--- config.mk ---
export PLATFORM = sky130hd
export DESIGN_NAME = if_fetch_stage
export DESIGN_NICKNAME = d
export VERILOG_FILES = /design/src/rtl/if_fetch_stage.sv
export SDC_FILE = /design/constraint.sdc
export NUM_CORES = 1
export LEC_CHECK = 0
export CORE_UTILIZATION = 35
export CTS_BUF_LIST = sky130_fd_sc_hd__clkbuf_4 sky130_fd_sc_hd__clkbuf_8
export DETAILED_ROUTE_END_ITERATION = 8
export PLACE_DENSITY = 0.57
export REMOVE_ABC_BUFFERS = 1
export SYNTH_ARGS = -nofsm -noshare
export SYNTH_HDL_FRONTEND = slang
export SYNTH_SLANG_ARGS = --single-unit
--- constraint.sdc ---
create_clock -name clk -period 2.07 [get_ports clk]
set_input_delay 0.5175 -clock clk [delete_from_list [all_inputs] [get_ports clk]]
set_output_delay 0.5175 -clock clk [all_outputs]
set_load 0.02 [all_outputs]
--- src/rtl/if_fetch_stage.sv ---
// if_fetch_stage -- instruction-fetch stage of a 5-stage MIPS pipeline.
// Owns the fetch PC, a word-addressed instruction array and a small FIFO
// that hands {instruction, PC+4} pairs to decode over valid/ready.
// Redirects from ID/EX flush the FIFO and reload the PC.
// Optional build macro: IF_PERF_CNT_EN adds saturating fetch/stall/flush
// performance counters as extra outputs.
module if_fetch_stage #(
    parameter int          IM_DEPTH = 128,
    parameter int          FQ_DEPTH = 2,
    parameter logic [31:0] RESET_PC = 32'h0
) (
    input  logic        clk,
    input  logic        rst,
    input  logic        redirect_valid,
    input  logic [31:0] redirect_pc,
    input  logic        fd_ready,
    output logic        fd_valid,
    output logic [31:0] fd_inst,
    output logic [31:0] fd_pc,
    output logic [31:0] pc_o
`ifdef IF_PERF_CNT_EN
    ,
    output logic [31:0] perf_fetch_cnt,
    output logic [31:0] perf_stall_cnt,
    output logic [31:0] perf_flush_cnt
`endif
);

    localparam int IDX_W = (IM_DEPTH > 1) ? $clog2(IM_DEPTH) : 1;
    localparam int PTR_W = (FQ_DEPTH > 1) ? $clog2(FQ_DEPTH) : 1;
    localparam int CNT_W = $clog2(FQ_DEPTH + 1);
    localparam logic [CNT_W-1:0] FULL = CNT_W'(FQ_DEPTH);

    // Instruction store, preloaded from outside; there is no write port.
    logic [31:0] instruction [IM_DEPTH];

    // Current fetch address (byte address, always word aligned).
    logic [31:0] PC;

    // Fetch queue storage and bookkeeping.
    logic [31:0]      q_inst [FQ_DEPTH];
    logic [31:0]      q_pc   [FQ_DEPTH];
    logic [PTR_W-1:0] rd_ptr;
    logic [PTR_W-1:0] wr_ptr;
    logic [CNT_W-1:0] count;

    logic [29:0] word_idx;
    logic [31:0] fetch_inst;
    logic [31:0] pc_plus4;
    logic        push;
    logic        pop;

    assign word_idx = PC[31:2];
    assign pc_plus4 = PC + 32'd4;   // wraps 32'hFFFFFFFC -> 0 naturally

    // Handshake: decode consumes the head; fetch enqueues when there is room
    // (or room is being made this edge) and no redirect is pending.
    assign fd_valid = (count != '0);
    assign pop      = fd_valid && fd_ready;
    assign push     = !redirect_valid && ((count < FULL) || pop);

    // Decode sees the queue head directly.
    assign fd_inst = q_inst[rd_ptr];
    assign fd_pc   = q_pc[rd_ptr];
    assign pc_o    = PC;

    // Instruction read: out-of-range word addresses return a nop.
    always_comb begin
        // NOTE: fetch_inst gets a default before the range test so every
        // path assigns it and no latch is inferred.
        fetch_inst = 32'd0;
        if ({2'b00, word_idx} < 32'(IM_DEPTH)) begin
            fetch_inst = instruction[word_idx[IDX_W-1:0]];
        end
    end

    // PC and fetch queue update; redirect flushes and overrides push/pop.
    always_ff @(posedge clk or negedge rst) begin
        if (!rst) begin
            // NOTE: non-blocking assignments throughout so every register
            // samples pre-edge values. The queue is only FQ_DEPTH entries and
            // is cleared so fd_inst/fd_pc read 0 out of reset; the
            // instruction array is deliberately not reset so preloaded code
            // survives a reset.
            PC     <= RESET_PC;
            rd_ptr <= '0;
            wr_ptr <= '0;
            count  <= '0;
            for (int i = 0; i < FQ_DEPTH; i++) begin
                q_inst[i] <= 32'd0;
                q_pc[i]   <= 32'd0;
            end
        end else if (redirect_valid) begin
            PC     <= redirect_pc & 32'hFFFF_FFFC;
            rd_ptr <= '0;
            wr_ptr <= '0;
            count  <= '0;
        end else begin
            if (push) begin
                q_inst[wr_ptr] <= fetch_inst;
                q_pc[wr_ptr]   <= pc_plus4;
                wr_ptr         <= wr_ptr + PTR_W'(1);
                PC             <= pc_plus4;
            end
            if (pop) begin
                rd_ptr <= rd_ptr + PTR_W'(1);
            end
            if (push && !pop) begin
                count <= count + CNT_W'(1);
            end else if (pop && !push) begin
                count <= count - CNT_W'(1);
            end
        end
    end

`ifdef IF_PERF_CNT_EN
    // Saturating performance counters: pushes, decode stalls, redirects.
    always_ff @(posedge clk or negedge rst) begin
        if (!rst) begin
            perf_fetch_cnt <= 32'd0;
            perf_stall_cnt <= 32'd0;
            perf_flush_cnt <= 32'd0;
        end else begin
            if (push && (perf_fetch_cnt != 32'hFFFF_FFFF)) begin
                perf_fetch_cnt <= perf_fetch_cnt + 32'd1;
            end
            if (fd_valid && !fd_ready && (perf_stall_cnt != 32'hFFFF_FFFF)) begin
                perf_stall_cnt <= perf_stall_cnt + 32'd1;
            end
            if (redirect_valid && (perf_flush_cnt != 32'hFFFF_FFFF)) begin
                perf_flush_cnt <= perf_flush_cnt + 32'd1;
            end
        end
    end
`endif

endmodule

### Word level (Yosys, flattened, before mapping)

Cells that the tools add are included.

* register bits: 164
* input bits: 36
* word-level logic and storage cells: 55

* $add $sub $neg: 5
* order comparisons: 5
* muxes and demuxes: 20
* bitwise logic cells: 3
* reductions and logical operators: 14

Operators by type and width (count)
* $mux 32: 10
* $bwmux 64: 2
* $add 32x3->32 const B: 1
* $demux 32 s1: 1
* $lt 30x8->1 const B: 1
* $mux 2: 3
* $reduce_bool 2->1: 3
* $logic_and 1x1->1: 5
* $ge 2x2->1 const B: 2
* $mux 1: 4
* $not 1->2: 2
* $logic_not 1->1: 3
* $reduce_bool 3->1: 1
* $add 1x1->1 const B: 2
* $add 2x1->2 const B: 1
* $lt 2x1->1 const B: 1
* $lt 2x2->1 const B: 1
* $reduce_and 2->1: 1
* $sub 2x1->2 const B: 1
* $logic_or 1x1->1: 1
* $not 1->1: 1

### Longest topological paths before layout

Gate-level depths: netlist of run 1.

* word-level depth: 9
* gate-level depth with buffers: 8

### Worst setup path after synthesis of run 1

Ideal clock, no wire load.

* kind: register to register
* from: register PC[2] (netlist: pc_o[2])
* to: register PC[26] (netlist: pc_o[26])
* library setup time: 0.125 ns
* data arrival time: 1.981 ns
* data required time: 1.945 ns
* path slack: -0.036 ns
* cell stages (with the launch flop): 8
* buffers on the path: 1
* clock period less this slack: 2.106 ns
* path through: dfrtp_1 > ha_1 > nand3_1 > nor4_4 > buf_2 > nand2_1 > xnor2_1 > mux2_2

* longest elaborated chain between the ends: 3

RTL lines
* start, declared: line 38 `logic [31:0] PC;`
* start signal, assigned: line 94 `PC <= redirect_pc & 32'hFFFF_FFFC;`
* start signal, assigned: line 103 `PC <= pc_plus4;`
* $add 32x3->32: line 54 `assign pc_plus4 = PC + 32'd4;`
* $mux 32: line 99 `if (push) begin`
* $mux 32: line 93 `end else if (redirect_valid) begin`

No other way between the ends. The select of a mux whose other input is x is not followed.
A chain may end at the register's enable or synchronous reset.

### Final worst setup path of run 1

* from: register rd_ptr
* to: output port fd_pc[11]

* longest elaborated chain between the ends: 4

RTL lines
* start, declared: line 43 `logic [PTR_W-1:0] rd_ptr;`
* start signal, assigned: line 106 `rd_ptr <= rd_ptr + PTR_W'(1);`
* $not 1->2 (implied by the code): line 64 `assign fd_pc = q_pc[rd_ptr];`
* $mux 32 (implied by the code) (3 in series): line 64
* end, declared: line 19 `output logic [31:0] fd_pc,`

No other way between the ends. The select of a mux whose other input is x is not followed.

==> run summary, run 1 <==
The flow ran to the end, but the final reports show violations. The checks that failed: setup timing. The tightest hold path in the finished design has a slack of approximately 0.48 ns. The static leakage came out at roughly 4.6 nW. The worst register-to-register path has a setup slack of about 0.12 ns. The effective utilization at floorplan is a little over a third. Data on the critical path arrives at its endpoint at approximately 1.7 ns. The horizontal die dimension is ~150 um. The post-synthesis area per instance is about 11 sq um. The total power consumption of the routed design came out at ~0.0086 W.

The area used by multi-input combinational logic came out at ~3300 sq um. The first-pass detailed-route iteration total came out at 6. The detailed-route vias per instance is 4.85. The worst hold path terminates at q_pc[41]$_DFFE_PN0P_.

TritonCTS built the clock tree. The sequential share of the synthesized area came out at 53.2%. The sequential cells in the finished layout cover a total of roughly 4000 sq um.

During placement, the flow inserted port buffers numbering around 130. The startpoint type of the worst setup path is a register. The violation count after the first detailed-route iteration came out at around 250. In this run the critical register-to-register path is captured at q_pc[60]$_DFFE_PN0P_.

The final global-route overflow total came out at 0. STA puts the critical path data required time at between 1.5 and 2 ns. In this run, CTS created clock tree buffers numbering 17. The total instance count after detailed placement is about 1.1k. The final RePlAce weighted congestion is a little over 0.8.

The number of global-route vias before repair is between 5k and 6k. The peak supply drop is 0.000443 V. The highest clock rate is about 440 MHz. The fraction of registers with async set or reset after synthesis is 100%. After the flow finishes, the layout carries non-filler instances totaling around 1.1k. The path type of the worst setup path is register to output pin. The number of cells traversed by the worst register-to-register path is 7. In this run, synthesis produced a sequential element count of about 160. At the later pin of the worst-skew pair, clock insertion delay measures between 0.4 and 0.5 ns. The height of the chip came out at 148 um. The final design instance area without fill is 10100 sq um. The combinational share of power is about a quarter.

The top-level I/O count is around 130. The site row count is 52. The internal power component is approximately 0.0061 W. The average wire per standard cell came out at about 17 um. Clock tree synthesis selected as its root buffer the cell clkbuf_8.

The number of antenna violations at the first check in global routing is 0. The maximum number of pins on one net before global-route repair is 59. The count of endpoints failing setup in the final report came out at between 60 and 70. The area of the mapped netlist is around 7400 sq um.

The sequential share of power is between 40% and 50%. For this run, the number of Yosys warnings is 0. The leading cell type in the layout, fill and taps excluded is dfrtp_1.

The clock group share of total power is between 30 and 40%. Setup repair after global routing could not meet its margin everywhere. The path class of the tightest hold or removal check is register to register. The number of instances on the worst hold path is 2. Clock-pin slew was measured on the worst setup and hold paths at 0.08 ns. The flip-flop cell with the highest count after synthesis is dfrtp_1.

Across all layers, the routed design uses 5513 vias. The fill cell instance count of the final layout came out at between 1.5k and 2k. Once routing completed, OpenROAD measured the worst setup slack at -0.188 ns. The maximum clock skew at final layout is approximately 0.017 ns. The total wire length after detailed routing came out at approximately 19000 um. The cell area power density came out at about 850 nW/um^2. The worst setup path is captured at an output pin. The total track usage is 18.3%. The synthesized design contains 0 enable-type register cells. The setup slack at placement is -0.263 ns.

In this run the cell area measured after placement is 9200 sq um. The total net switching power came out at about 0.0025 W. The ratio of cells with drive above 1 in the final layout is 29.8%.

The number of distinct library cell variants in the gate-level netlist after synthesis is 44. The wire length of the first global-routing pass came out at 30600 um. The worst register-to-register path begins at pc_o[2]$_DFFE_PN0P_. In the layout the commonest cells are dfrtp_1, nand2_1, o21ai_0, buf_6, and2_1. The count of maximum capacitance violations is 0. The detail route stage leaves a number of antenna-violating nets equal to 0. The overall die area is around 22000 sq um. The clock passes through at most 2 buffers. After layout, the worst path uses 109% of the clock period.

The H-tree depth reported by CTS came out at 4. The max-slew violation count is 0. For this run, design rule violations remaining after detail routing come to 0. The net total in the final layout is a little under 900. The placed wire-length estimate after detailed placement is around 13000 um. The switching part of the total came out at between 20 and 30%. The clock net in this run drives a total of approximately 160 sinks. The peak fanout along the critical path came out at 8. The critical hold path startpoint is q_pc[41]$_DFFE_PN0P_. After layout, the minimum clock period comes to ~2.3 ns. The gate count of the mapped netlist is between 600 and 700. The final number of hold-violating endpoints was 0. Relative to the synthesized area, the layout overhead comes to 35.7%. The core footprint came out at ~20000 sq um.
metrics by stage:
stage / TNS, ns / utilization, %
3_3_place_gp: -23.53 / 44.9
6_report: -8.36 / 49.2
5_1_grt: -12.39 / 49.2
2_1_floorplan: -95.01 / -
4_1_cts: -11.29 / 48.5
3_5_place_dp: -27.74 / 44.9
worst max-delay path by stage:
stage / slack, ns / start / depth (start not counted) / end
finish: -0.19 / rd_ptr$_DFFE_PN0P_ / 5 / fd_pc[11]
global route: -0.25 / rd_ptr$_DFFE_PN0P_ / 5 / fd_pc[11]
CTS: -0.22 / rd_ptr$_DFFE_PN0P_ / 5 / fd_pc[19]
detailed placement: -0.26 / fd_ready / 7 / q_pc[17]$_DFFE_PN0P_
global placement: -0.28 / fd_ready / 8 / pc_o[26]$_DFFE_PN0P_
floorplan: -0.70 / fd_ready / 4 / q_pc[28]$_DFFE_PN0P_
worst max-delay path, cell delays in order (launching register included):
cell and delay, ns:
dfrtp_2 0.43, buf_12 0.14, buf_8 0.13, buf_12 0.15, mux2_4 0.31, buf_6 0.13
sequential cells by signal, summed over array words and instances, names as in the netlist:
register / count
q_inst: 64
q_pc: 60
pc_o: 30
count: 2
rd_ptr: 1
wr_ptr: 1
power groups by stage:
stage | combinational [W] | clock [W] | sequential [W]
floorplan | 0.000863 | 0 | 0.00380
global placement | 0.00189 | 0 | 0.00368
detailed placement | 0.00192 | 0 | 0.00371
CTS | 0.00206 | 0.00287 | 0.00365
global route | 0.00229 | 0.00300 | 0.00370
finish | 0.00212 | 0.00279 | 0.00365
cell families after synthesis:
kind of cell    after synthesis  synth area share, %
compound gates               85                 5.72
xor+xnor                     59                 6.95
fa+ha+maj                     1                0.168
buf+inv                      52                 3.74
flops                       158                 53.2
mux                          69                 10.4
other cells                   1               0.0505
simple gates                261                 19.7
synthesized netlist by cell type, drive strengths merged (2+ instances only):
cell	n	area (sq um)
or4	2	22.5
nand2	109	409
buf	15	95.1
nor4	9	131
clkbuf	33	154
nand4	17	113
inv	2	7.51
xor2	35	307
dfrtp	158	3950
mux2	68	766
o21ai	83	415
nand3	20	123
nor2	14	52.6
nor3	5	40.0
xnor2	24	210
a21oi	2	10.0
or3	2	17.5
and3	5	32.5
nor2b	2	12.5
and2	69	432
and4	2	17.5
per-layer routing:
| layer | track usage (%) | wire length, um | part of all wire, % | vias up |
|---|---|---|---|---|
| met2 | 29.4 | 9090 | 48 | 148 |
| li1 | - | - | - | 2630 |
| met4 | 5.31 | 258 | 1.3 | 0 |
| met1 | 24.7 | 8950 | 47 | 2715 |
| met3 | 4.26 | 831 | 4.3 | 20 |
| met5 | 0 | 0 | 0 | - |
area by class of cell:
| class | instances | share of cell area [%] |
|---|---|---|
| inverters | 2 | 0.0744 |
| repair buffers | 196 | 20.2 |
| clock inverters | 12 | 2.31 |
| clock buffers | 19 | 2.53 |
| multi-input cells | 479 | 32.3 |
| diodes | 1 | 0.0248 |
| flip-flops and latches | 158 | 39.2 |
| well taps | 270 | 3.35 |
timing repair:
item	4_1_cts	5_1_grt
pin swaps	1	1
gates resized for setup	406	34
hold buffers	1	0
hold endpoints to repair	34	0
gates cloned	4	1
endpoints found under the setup margin	95	71
buffers inserted	10	6
No activity file was read; power rests on OpenSTA's default activity.
==> inputs of run 2 (changes only) <==
--- a/config.mk
+++ b/config.mk
@@ -8,6 +8,7 @@
 export CORE_UTILIZATION = 35
 export CTS_BUF_LIST = sky130_fd_sc_hd__clkbuf_4 sky130_fd_sc_hd__clkbuf_8
 export DETAILED_ROUTE_END_ITERATION = 8
+export GPL_ROUTABILITY_DRIVEN = 0
 export PLACE_DENSITY = 0.57
 export REMOVE_ABC_BUFFERS = 1
 export SYNTH_ARGS = -nofsm -noshare
==> results of run 2 <==
Same layout as run 1: the final DEF is identical, and so are final timing and power.
